===== src/rtl/regfile_port_arbiter.sv =====
// Register-file write-port arbiter: pipeline writeback wins, multi-cycle results wait in a 2-entry FIFO.
// Define REGFILE_SCAN_EN to build in the debug register-dump scan FSM; otherwise scan outputs are tied to 0.
module regfile_port_arbiter #(
  parameter int STALL_AGE = 4
) (
  input  logic        clock,
  input  logic        reset,
  input  logic        wb_we,
  input  logic [4:0]  wb_addr,
  input  logic [31:0] wb_data,
  input  logic        mu_valid,
  input  logic [4:0]  mu_addr,
  input  logic [31:0] mu_data,
  output logic        mu_ready,
  output logic        rf_we,
  output logic [4:0]  rf_addr,
  output logic [31:0] rf_data,
  output logic [31:0] busy_mask,
  output logic        stall_req,
  input  logic        scan_start,
  output logic [4:0]  scan_sel,
  input  logic [31:0] scan_data,
  output logic [31:0] scan_out,
  output logic        scan_valid,
  output logic        scan_done
);

  localparam logic [3:0] AGE_LIMIT = (STALL_AGE > 15) ? 4'd15 : 4'(STALL_AGE);

  logic [4:0]  ent_addr [2];
  logic [31:0] ent_data [2];
  logic [1:0]  ent_live;
  logic        rd_ptr;
  logic        wr_ptr;
  logic [1:0]  count;
  logic [3:0]  age;

  logic wb_grant;
  logic fifo_nonempty;
  logic head_live;
  logic fifo_grant;
  logic pop;
  logic push;

  // A dead head (killed by a newer writeback) leaves the FIFO without using the write port.
  always_comb begin
    wb_grant      = wb_we && (wb_addr != 5'd0);
    fifo_nonempty = (count != 2'd0);
    head_live     = ent_live[rd_ptr];
    fifo_grant    = !wb_grant && fifo_nonempty && head_live;
    pop           = fifo_nonempty && (fifo_grant || !head_live);
    mu_ready      = (count < 2'd2) && !reset;
    push          = mu_valid && mu_ready && (mu_addr != 5'd0);
  end

  always_comb begin
    busy_mask = 32'd0;
    for (int i = 0; i < 2; i++) begin
      if (ent_live[i]) begin
        busy_mask = busy_mask | (32'd1 << ent_addr[i]);
      end
    end
  end

  always_ff @(posedge clock) begin
    if (reset) begin
      ent_live <= 2'b00;
      rd_ptr   <= 1'b0;
      wr_ptr   <= 1'b0;
      count    <= 2'd0;
    end else begin
      for (int i = 0; i < 2; i++) begin
        if (wb_grant && ent_live[i] && (ent_addr[i] == wb_addr)) begin
          ent_live[i] <= 1'b0;
        end
      end
      if (pop) begin
        ent_live[rd_ptr] <= 1'b0;
        rd_ptr           <= ~rd_ptr;
      end
      // A same-cycle push is newer than the writeback, so it is never killed here.
      if (push) begin
        ent_addr[wr_ptr] <= mu_addr;
        ent_data[wr_ptr] <= mu_data;
        ent_live[wr_ptr] <= 1'b1;
        wr_ptr           <= ~wr_ptr;
      end
      case ({push, pop})
        2'b10:   count <= count + 2'd1;
        2'b01:   count <= count - 2'd1;
        default: count <= count;
      endcase
    end
  end

  always_ff @(posedge clock) begin
    if (reset) begin
      rf_we   <= 1'b0;
      rf_addr <= 5'd0;
      rf_data <= 32'd0;
    end else if (wb_grant) begin
      rf_we   <= 1'b1;
      rf_addr <= wb_addr;
      rf_data <= wb_data;
    end else if (fifo_grant) begin
      rf_we   <= 1'b1;
      rf_addr <= ent_addr[rd_ptr];
      rf_data <= ent_data[rd_ptr];
    end else begin
      rf_we   <= 1'b0;
    end
  end

  // Age of a live head that keeps losing to writebacks; stall_req lags it by one cycle.
  always_ff @(posedge clock) begin
    if (reset) begin
      age       <= 4'd0;
      stall_req <= 1'b0;
    end else if (pop) begin
      age       <= 4'd0;
      stall_req <= 1'b0;
    end else begin
      if (fifo_nonempty && head_live && !fifo_grant && (age != 4'hF)) begin
        age <= age + 4'd1;
      end
      stall_req <= (age >= AGE_LIMIT);
    end
  end

`ifdef REGFILE_SCAN_EN
  typedef enum logic [1:0] {
    IDLE,
    RUN,
    DONE
  } scan_state_t;

  scan_state_t scan_state;
  scan_state_t scan_state_next;

  always_ff @(posedge clock) begin
    if (reset) begin
      scan_state <= IDLE;
      scan_sel   <= 5'd0;
      scan_out   <= 32'd0;
      scan_valid <= 1'b0;
    end else begin
      scan_state <= scan_state_next;
      scan_valid <= (scan_state == RUN);
      if (scan_state == RUN) begin
        scan_out <= scan_data;
        scan_sel <= scan_sel + 5'd1;
      end else if (scan_state == IDLE) begin
        scan_sel <= 5'd0;
      end
    end
  end

  always_comb begin
    scan_state_next = scan_state;
    scan_done       = 1'b0;
    case (scan_state)
      IDLE: if (scan_start) scan_state_next = RUN;
      RUN:  if (scan_sel == 5'd31) scan_state_next = DONE;
      DONE: begin
        scan_done       = 1'b1;
        scan_state_next = IDLE;
      end
      default: scan_state_next = IDLE;
    endcase
  end
`else
  logic unused_scan;

  assign unused_scan = ^{scan_start, scan_data};
  assign scan_sel    = 5'd0;
  assign scan_out    = 32'd0;
  assign scan_valid  = 1'b0;
  assign scan_done   = 1'b0;
`endif

endmodule


===== config.mk =====
export PLATFORM = sky130hd
export DESIGN_NAME = regfile_port_arbiter
export DESIGN_NICKNAME = d
export VERILOG_FILES = /design/src/rtl/regfile_port_arbiter.sv
export SDC_FILE = /design/constraint.sdc
export NUM_CORES = 1
export LEC_CHECK = 0
export ABC_AREA = 1
export CAP_MARGIN = 20
export CORE_MARGIN = 2
export CORE_UTILIZATION = 31
export DETAILED_ROUTE_END_ITERATION = 8
export MAX_ROUTING_LAYER = met4
export PLACE_DENSITY = 0.7
export SYNTH_ARGS = -nofsm -noshare
export SYNTH_HDL_FRONTEND = slang
export SYNTH_SLANG_ARGS = --single-unit
export TNS_END_PERCENT = 20

===== constraint.sdc =====
create_clock -name clock -period 3.7 [get_ports clock]
set_input_delay 0.37 -clock clock [delete_from_list [all_inputs] [get_ports clock]]
set_output_delay 0.37 -clock clock [all_outputs]
set_load 0.005 [all_outputs]

Yosys cells after proc, flatten, opt, wreduce, memory -nomap -nowiden
Memory sizes are Yosys's and may differ from the RTL's. A register that Yosys moved wholly into a read port is not among the register bits.
Index checks and enable logic that the tools add are counted.
Cells by class
  add/subtract/negate cells: 3
  magnitude comparators: 6
  equal/unequal tests: 5
  shifts and indexed selects: 2
  mux-type cells: 29
  bitwise logic cells: 6
  reduce and logical (&&, ||, !) cells: 27
Operators by type and width (count)
  2-to-1 mux 32 bit: 4
  left shift 1 x 5 -> 32 bit (first input constant): 2
  OR 32 bit: 1
  2-to-1 mux 1 bit: 17
  logical AND 1 bit: 16
  equality test 5 bit: 2
  2-to-1 mux 5 bit: 2
  nonzero test 5 bit: 2
  2-to-1 mux 2 bit: 3
  nonzero test 2 bit: 3
  adder 4 x 1 -> 4 bit (second input constant): 1
  greater-or-equal comparator 4 x 3 -> 1 bit (second input constant): 1
  logical NOT 1 bit: 4
  less-than comparator 1 x 2 -> 1 bit (second input constant): 2
  inequality test 4 bit (second input constant): 1
  one-hot mux 2 bit (2 select lines): 1
  adder 2 x 1 -> 2 bit (second input constant): 1
  bitwise AND 2 bit: 1
  demux 1 bit (select 1 bit): 2
  equality test 2 x 1 -> 1 bit (second input constant): 1
  equality test 2 bit (second input constant): 1
  greater-or-equal comparator 1 bit (second input constant): 2
  less-than comparator 2 bit (second input constant): 1
  NOT 1 bit: 2
  5 further kinds: 5
Word-level totals
  flip-flop bits (word level): 49
  memory bits (writable): 74
  input bits: 111
  output and inout bits: 111
  logic and storage cells: 89
  memories kept: 2
Memory list
  ent_data: depth 2, width 32, read ports 1, clocked after Yosys merged registers in 1, wr ports 1, line 31  | logic [31:0] ent_data [2];
  ent_addr: depth 2, width 5, read ports 3, clocked after Yosys merged registers in 1, wr ports 1, line 30  | logic [4:0] ent_addr [2];

Depth between registers and ports, before layout
Gate-level depths: netlist (run 1).
  depth after elaboration: 11
  depth in mapped cells: 11

Worst setup path before layout (run 1)
No wires, ideal clock.
  path kind: input to register
  start: input reset
  end: memory ent_addr[1][0], enable pin
  library setup time: 0.433 ns
  arrival time: 2.435 ns
  data required time: 3.267 ns
  path slack: 0.832 ns
  stages: 4
  path buffers: 1
  cells stage by stage: buf_2 nor2_1 nand3_1 nor2_1
Between the ends
  longest elaborated chain between the ends: 7
RTL lines
  start, declared: line 7  | input logic reset,
  logical NOT 1 bit: line 52  | mu_ready = (count < 2'd2) && !reset;
  logical AND 1 bit: line 52
  net mu_ready: line 14  | output logic mu_ready,
  logical AND 1 bit (2 in a row): line 53  | push = mu_valid && mu_ready && (mu_addr != 5'd0);
  2-to-1 mux 1 bit: line 82  | if (push) begin
  2-to-1 mux 1 bit: line 66  | if (reset) begin
  2-to-1 mux 1 bit (not written as such): line 83  | ent_addr[wr_ptr] <= mu_addr;
  end, declared: line 30
The timed path passes the listed nets, and every way through them passes these cells.

==> qor.yml, run 1 <==
status: "complete, no violations"
rsz0062_at_grt: "no"
synthAdderAreaFrac_pct: 0.415
max_freq_ghz: 0.335
cts_root_buf: "clkbuf_16"
drv_slew: 0
nets: 1003
pwr-share-clk_pct: 39.1
required_ns: 3.33
syn_area_per_cell_um2: 8.04
ys_warn_count: 0
crit_fanout: 10
critPathLaunchType: "register"
maxCapViolCount: 0
first_pass_iters: 4
seq_area_frac_synth_pct: 53.5
wl_per_cell_um: 13.7
yosys.area.top_type: "edfxtp_1"
switchingPower_mw: 1.18
ir_worst_vdd_mv: 0.282
synthXorXnorAreaFrac_pct: 1.60
via_count: 5168
ys_types: 27
p_per_area_mw_per_mm2: 501
drt-initial-drc-count: 317
arrival_ns: 2.62
grt_pass1_vias: 4866
die_w_um: 143
die-height_um: 143
finalSetupTns_ns: 0
cts_inserted_buffers: 17
num_io_pins: 222
synth_top_area_share_pct: 36.9
synth_edf_count: 74
antenna_cells: 0
cts.sinks: 124
muxShareOfSynthArea_pct: 0
crit_type: "register to output pin"
clock_path_buffers: 2
row_count: 51
synth-simple-area-share_pct: 28.4
core_mm2: 0.0193
finalNonFillerCells: 1168
fin_skew_ns: 0.00829
ys_async_sr_fraction_pct: 0
final_antenna_net_count: 0
p_leak_nw: 3.46
finalCritPeriodShare_pct: 80.8
dpl.cell_count: 1136
grt_pass1_wl_um: 24700
fin_crit_ns: 2.99
r2r_slack_ns: 1.83
areaGrowthSynthToFinish_pct: 35.3
hold_viol: 0
synth-seq-cells: 124
grtUsageTotal_pct: 16.2
seqPwrFrac_pct: 40.5
drc_errors: 0
synth_ff_type: "edfxtp_1"
avgViaCountPerCell: 4.42
htree_num_levels: 4
clk_latency_ns: 0.42
die-area_mm2: 0.0206
hold_path.class: "register to register"
clk_pin_slew_worst_paths_ns: 0.05
synth_top_family_by_area: "simple AND/OR/NAND/NOR gates"
synth_area_mm2: 0.00603
antenna_found_initial: 0
timing.slew.headroom_pct: 23.9
post_cts_buffers: 0
power.switching_fraction_pct: 28.9
critPathCaptureType: "output pin"
start_util_pct: 31.3
n_fill_cell: 1901
hpwl_um: 10600
finalSetupViolCount: 0
drt-total-wl_um: 16000
synth_area_leaders: "edfxtp_1 (37%), nand2_1 (20%), dfxtp_1 (17%)"
drive_gt1_share_pct: 4.65
syn_inst: 750
cts_tree: "yes"
p_int_mw: 2.91
p_comb_share_pct: 20.4
overflow: 0
gp_congestion: 0.870
synth_compound_area_share_pct: 4.34
grt_max_degree: 41
cts_resized: 0
io_buffers: 149
worstMarginPinSlew_ns: 1.14
hold_buffers: 0
[Yosys cell counts (all sizes together) (2+ instances only)]
cell type / count
nand3: 53
buf: 53
nand2: 326
o21ai: 39
xnor2: 6
dfxtp: 50
ha: 2
nor2: 32
nor3: 9
clkbuf: 19
inv: 63
edfxtp: 74
a31oi: 2
a21oi: 10
xor2: 5
clkinv: 2
nor4: 4
[registers in the layout (all words and copies together), names as in the netlist, named ones only]
register,flops
ent_addr,10
rf_addr,5
wr_ptr,1
stall_req,1
rd_ptr,1
rf_we,1
age,4
count,2
rf_data,32
ent_data,64
ent_live,2
[metal layers]
metal	share of wire [%]	GRT usage, %
met5	0	-
met4	2.2	6.45
met3	5.2	4.17
met2	51	27.6
met1	42	18.1
[power groups by stage]
| stage | sequential [mW] | combinational [mW] | clock [mW] |
|---|---|---|---|
| floorplan | 1.66 | 0.550 | 0 |
| finish | 1.65 | 0.832 | 1.60 |
| global route | 1.67 | 0.950 | 1.68 |
| CTS | 1.65 | 0.841 | 1.62 |
| global placement | 1.68 | 0.819 | 0 |
| detailed placement | 1.68 | 0.835 | 0 |
[cells by family (layout without fill, tap and decap cells)]
group / count (synthesis) / after routing
xor gates and xnor gates: 11 / 11
DFF: 124 / 124
buffers and inverters: 137 / 252
and+or+nand+nor: 424 / 424
other: 1 / 39
adders and majority gates: 2 / 2
AOI/OAI and AO/OA: 51 / 51
[stage by stage]
step	hold slack (ns)	utilization [%]	cell area, um2	total power, mW	setup WS [ns]
2_1_floorplan	0.445	-	6170	2.21	0.832
3_5_place_dp	0.464	39.4	7590	2.52	1.10
5_1_grt	0.511	42.3	8160	4.30	0.527
4_1_cts	0.472	42.3	8160	4.12	0.744
3_3_place_gp	0.452	39.4	7590	2.50	1.12
6_report	0.468	42.3	8160	4.09	0.712
[cells in the final DEF, fill, tap and decap left out, types with 2 or more instances in the layout]
cell / n
nand2_2: 2
a21oi_1: 10
nor2_1: 30
nor3_1: 9
o21ai_0: 38
clkbuf_1: 2
clkbuf_16: 17
edfxtp_1: 74
conb_1: 39
xor2_1: 5
nand3_1: 52
nor4_1: 4
clkdlybuf4s50_1: 149
clkinvlp_4: 2
nand2_1: 323
inv_1: 60
dfxtp_1: 49
buf_4: 6
xnor2_1: 6
bufinv_16: 2
clkinv_1: 7
clkinv_4: 2
a31oi_1: 2
ha_1: 2
[cell type report]
cell class / instances / area (um2) / share of cell area, %
Clock buffer: 20 / 447 / 5.48
Clock inverter: 12 / 121 / 1.49
Inverter: 65 / 246 / 3.02
Multi-Input combinational cell: 527 / 2250 / 27.6
Sequential cell: 124 / 3220 / 39.5
Tap cell: 265 / 332 / 4.07
Timing Repair Buffer: 155 / 1540 / 18.8
[final timing paths]
kind                  start      endpoint  depth (start not counted)
max          ent_addr[0][3]  busy_mask[8]                          5
max reg2reg        count[1]   rf_data[31]                         10
min                  wr_ptr        wr_ptr                          2
min reg2reg          wr_ptr        wr_ptr                          2
[worst max-delay path, stage by stage (launching register included)]
cell and delay [ns]:
edfxtp_1 0.61, clkinv_1 0.40, nor4_1 0.39, nand2_1 0.07, o21ai_0 0.17, clkdlybuf4s50_1 0.56
No activity file was read; power rests on OpenSTA's default activity.
==> run 2, diff against run 1 <==
- PLACE_DENSITY: 0.7 -> 0.73
- clock period: 3.7 -> 2.6 ns (I/O delays scaled with it)
==> qor.yml, run 2 (same netlist as run 1, synthesis figures left out) <==
drive_gt1_share_pct: 6.35
slowest_delay_ns: 0.55
timing.slew.headroom_pct: 66.1
fin_crit_ns: 2.49
hold_viol: 0
finalSetupTns_ns: 0
maxCapViolCount: 0
crit_fanout: 9
io_buffers: 149
rr_worst_depth: 10
die-height_um: 143
worst-path-buf-inv: 2
critPathCaptureType: "output pin"
final_area_mm2: 0.00829
nets: 1013
top_register: "ent_data"
critPathLaunchType: "register"
ir_worst_vdd_mv: 0.469
start_util_pct: 31.3
reg_top3: "ent_data x64, rf_data x32, ent_addr x10"
drc_errors: 0
worstMarginPinSlew_ns: 0.507
max_freq_ghz: 0.401
largest_register_ffs: 64
crit_type: "register to output pin"
slowest_stage: "clkdlybuf4s50_1"
row_count: 51
status: "complete, no violations"
finalCritPeriodShare_pct: 95.9
finalSetupViolCount: 0
avgViaCountPerCell: 4.40
grt_pass1_vias: 4829
p_leak_nw: 3.52
num_io_pins: 222
drv_slew: 0
first_pass_iters: 4
drt-total-wl_um: 15900
cts_root_buf: "clkbuf_16"
hold_path.class: "input pin to register"
post_cts_buffers: 0
overflow: 0
gp_congestion: 0.855
cts.sinks: 124
clock_path_buffers: 2
grt_pass1_wl_um: 24300
arrival_ns: 2.23
required_ns: 2.34
areaGrowthSynthToFinish_pct: 37.5
r2r_slack_ns: 0.82
worstPathCellList: "clkinv_1, nor4_1, nand2_1, o21ai_0, clkdlybuf4s50_1"
htree_num_levels: 4
dpl-instance-area_mm2: 0.00771
grtUsageTotal_pct: 16.0
antenna_found_initial: 0
holdPathEnd: "ent_data[0][12]"
grt_max_degree: 36
cts_inserted_buffers: 17
core_mm2: 0.0193
cts_tree: "yes"
clk_pin_slew_worst_paths_ns: 0.06
final_antenna_net_count: 0
critical_path.top_delay_family: "buffers and inverters"
hp-start: "mu_data[12]"
reg2reg_to: "count[1]"
hpwl_um: 11100
die-area_mm2: 0.0206
finalNonFillerCells: 1178
die_w_um: 143
wl_per_cell_um: 13.5
fin_skew_ns: 0.0163
p_total_mw: 5.79
r2r_start: "rd_ptr"
final_util_pct: 43.0
via_count: 5184
antenna_cells: 0
final_common_cell: "nand2_1"
dpl.cell_count: 1146
p_per_area_mw_per_mm2: 698
layout_common_cells: "nand2_1 (323), clkdlybuf4s50_1 (149), edfxtp_1 (74)"
drt-initial-drc-count: 279
whs_path_depth: 1
rsz0062_at_grt: "no"
clk_latency_ns: 0.42
[run 2: cell types whose count changed in the layout (fill, tap and decap cells not counted), sizes merged]
cell,change
bufinv,-1
clkinv,-1
buf,+10
clkbuf,+1
clkinvlp,+1
[run 2: layout make-up]
class / instances / area (um2)
Timing Repair Buffer: 165 / 1660
Fill cell: 1884 / 11000
Multi-Input combinational cell: 527 / 2260
Sequential cell: 124 / 3220
Clock buffer: 21 / 472
Tap cell: 265 / 332
Inverter: 65 / 246
Clock inverter: 11 / 92.6
[run 2: report_power, final]
part | switching [mW] | leakage, nW | internal [mW]
logic | 0.694 | 2.17 | 0.479
clock network | 0.834 | 0.269 | 1.38
registers | 0.135 | 1.09 | 2.26
[run 2: through the flow]
step,worst slack (ns),hold WS [ns]
after global placement,0.437,0.456
after CTS,0.144,0.405
after floorplan,0.458,0.359
after detailed placement,0.410,0.467
final,0.107,0.420
after global routing,0.00307,0.408
[run 2: timing repair]
item / 4_1_cts / 5_1_grt
resized for setup: 0 / 3
hold buffers: 0 / 0
setup endpoints to repair: 0 / 8
endpoints found under the hold margin: 0 / 0
[run 2: layer usage]
| metal | vias to the layer above | share of wire, % | track usage, % |
|---|---|---|---|
| li1 | 2606 | - | - |
| met2 | 172 | 50 | 26.8 |
| met5 | - | 0 | - |
| met3 | 26 | 4.9 | 3.87 |
| met4 | 0 | 2.6 | 6.97 |
| met1 | 2380 | 43 | 18.4 |
[run 2: how the worst max path moves through the flow]
stage | start | end | slack, ns | depth (start not counted)
2_1_floorplan | reset | ent_addr[1][0] | 0.46 | 4
3_3_place_gp | wb_addr[3] | count[1] | 0.44 | 11
3_5_place_dp | wb_addr[3] | count[1] | 0.41 | 11
4_1_cts | ent_addr[0][2] | busy_mask[1] | 0.14 | 6
5_1_grt | ent_addr[1][0] | busy_mask[11] | 0.003 | 5
6_report | ent_addr[0][3] | busy_mask[8] | 0.11 | 5
[run 2: worst register-to-register path: cells and delay by family, from the launching register on]
family | cells | cell delay (ns)
compound gates | 3 | 0.31
xor+xnor | 1 | 0.15
simple gates | 4 | 0.48
flops | 1 | 0.41
buf+inv | 1 | 0.06
fa+ha+maj | 1 | 0.31
==> run 3, diff against run 2 <==
- CORE_UTILIZATION: 31 -> 41
- PLACE_DENSITY: 0.73 -> 0.89
- RECOVER_POWER: default -> 50
- SLEW_MARGIN: default -> 20
==> qor.yml, run 3 (same netlist as run 1, synthesis figures left out) <==
slowest_delay_ns: 0.54
max_freq_ghz: 0.402
grt_max_degree: 37
finalSetupViolCount: 0
crit_type: "register to output pin"
drv_slew: 0
io_buffers: 149
areaGrowthSynthToFinish_pct: 37.1
via_count: 5303
gp_congestion: 0.904
p_total_mw: 6.06
clk_latency_ns: 0.41
post_cts_buffers: 0
cts.sinks: 124
drive_gt1_share_pct: 5.89
finalNonFillerCells: 1104
critPathCaptureType: "output pin"
final_area_mm2: 0.00827
largest_register_ffs: 64
dpl_worst_slack_ns: 0.379
overflow: 0
top_register: "ent_data"
first_pass_iters: 5
grt_pass1_wl_um: 24000
reg_top3: "ent_data x64, rf_data x32, ent_addr x10"
cts_inserted_buffers: 17
die-area_mm2: 0.0157
clock_path_buffers: 2
hold_buffers: 0
cts_root_buf: "clkbuf_16"
num_io_pins: 222
use_met3_pct: 5.35
fin_skew_ns: 0.00909
start_util_pct: 41.8
clk_pin_slew_worst_paths_ns: 0.05
dpl.cell_count: 1069
cts_resized: 0
required_ns: 2.34
drc_errors: 0
arrival_ns: 2.23
use_met2_pct: 33.1
layout_common_cells: "nand2_1 (324), dlygate4sd3_1 (76), edfxtp_1 (74)"
worstPathCellList: "nor2_1, buf_4, nand2_1, o21ai_0, clkdlybuf4s50_1"
p_leak_nw: 3.68
gr-max-usage-layer: "met2"
fin_ws_ns: 0.113
fin_crit_ns: 2.49
finalCritPeriodShare_pct: 95.6
hold_viol: 0
die-height_um: 125
crit_fanout: 5
row_count: 44
avgViaCountPerCell: 4.80
htree_num_levels: 4
p_per_area_mw_per_mm2: 733
cts_tree: "yes"
slowest_stage: "clkdlybuf4s50_1"
ir_worst_vdd_mv: 0.395
grtUsageTotal_pct: 19.8
nets: 1017
n_fill_cell: 1279
hold_ws_ns: 0.470
die_w_um: 125
grt_pass1_vias: 4974
final_common_cell: "nand2_1"
drt-initial-drc-count: 344
worstMarginPinSlew_ns: 0.979
hold_path.class: "register to register"
drt-total-wl_um: 14900
antenna_found_initial: 3
final_antenna_net_count: 0
hpwl_um: 10600
core_mm2: 0.0144
maxCapViolCount: 0
finalSetupTns_ns: 0
rsz0062_at_grt: "yes"
timing.slew.headroom_pct: 34.8
status: "complete, no violations"
final_util_pct: 57.3
wl_per_cell_um: 13.5
dpl-instance-area_mm2: 0.00763
critPathLaunchType: "register"
grtUsageMet1_pct: 23.2
==> run 3: critical path, delay by kind of cell, from the launching register on <==
kind	cells	cell delay, ns
compound gates	1	0.23
buf+inv	2	0.75
flops	1	0.45
simple gates	2	0.39
==> run 3: worst paths after layout <==
check                                     from             end  slack (ns)  cells past startpoint
worst max-delay path            ent_addr[1][3]   busy_mask[20]        0.11                      5
worst min-delay path                rf_data[2]      rf_data[2]        0.47                      2
worst max register to register        count[1]  ent_addr[1][2]        0.55                      4
worst min register to register      rf_data[2]      rf_data[2]        0.47                      2
==> run 3: final cells by class <==
type	count	area [um2]	area share (%)
Tap cell	184	230	2.78
Multi-Input combinational cell	527	2250	27.3
Timing Repair Buffer	169	1680	20.3
Antenna cell	3	7.51	0.0908
Clock buffer	19	433	5.24
Inverter	65	246	2.98
Sequential cell	124	3220	39.0
Clock inverter	13	196	2.38
==> run 3: per-layer routing <==
metal | wire length [um] | vias up
met5 | 0 | -
met4 | 224 | 0
met3 | 1160 | 19
met2 | 7260 | 235
met1 | 6210 | 2438
li1 | - | 2611
==> run 3: power by group <==
group / internal [mW] / total (mW) / switching [mW]
Sequential: 2.26 / 2.34 / 0.0841
Combinational: 0.469 / 1.20 / 0.735
Clock: 1.69 / 2.52 / 0.829
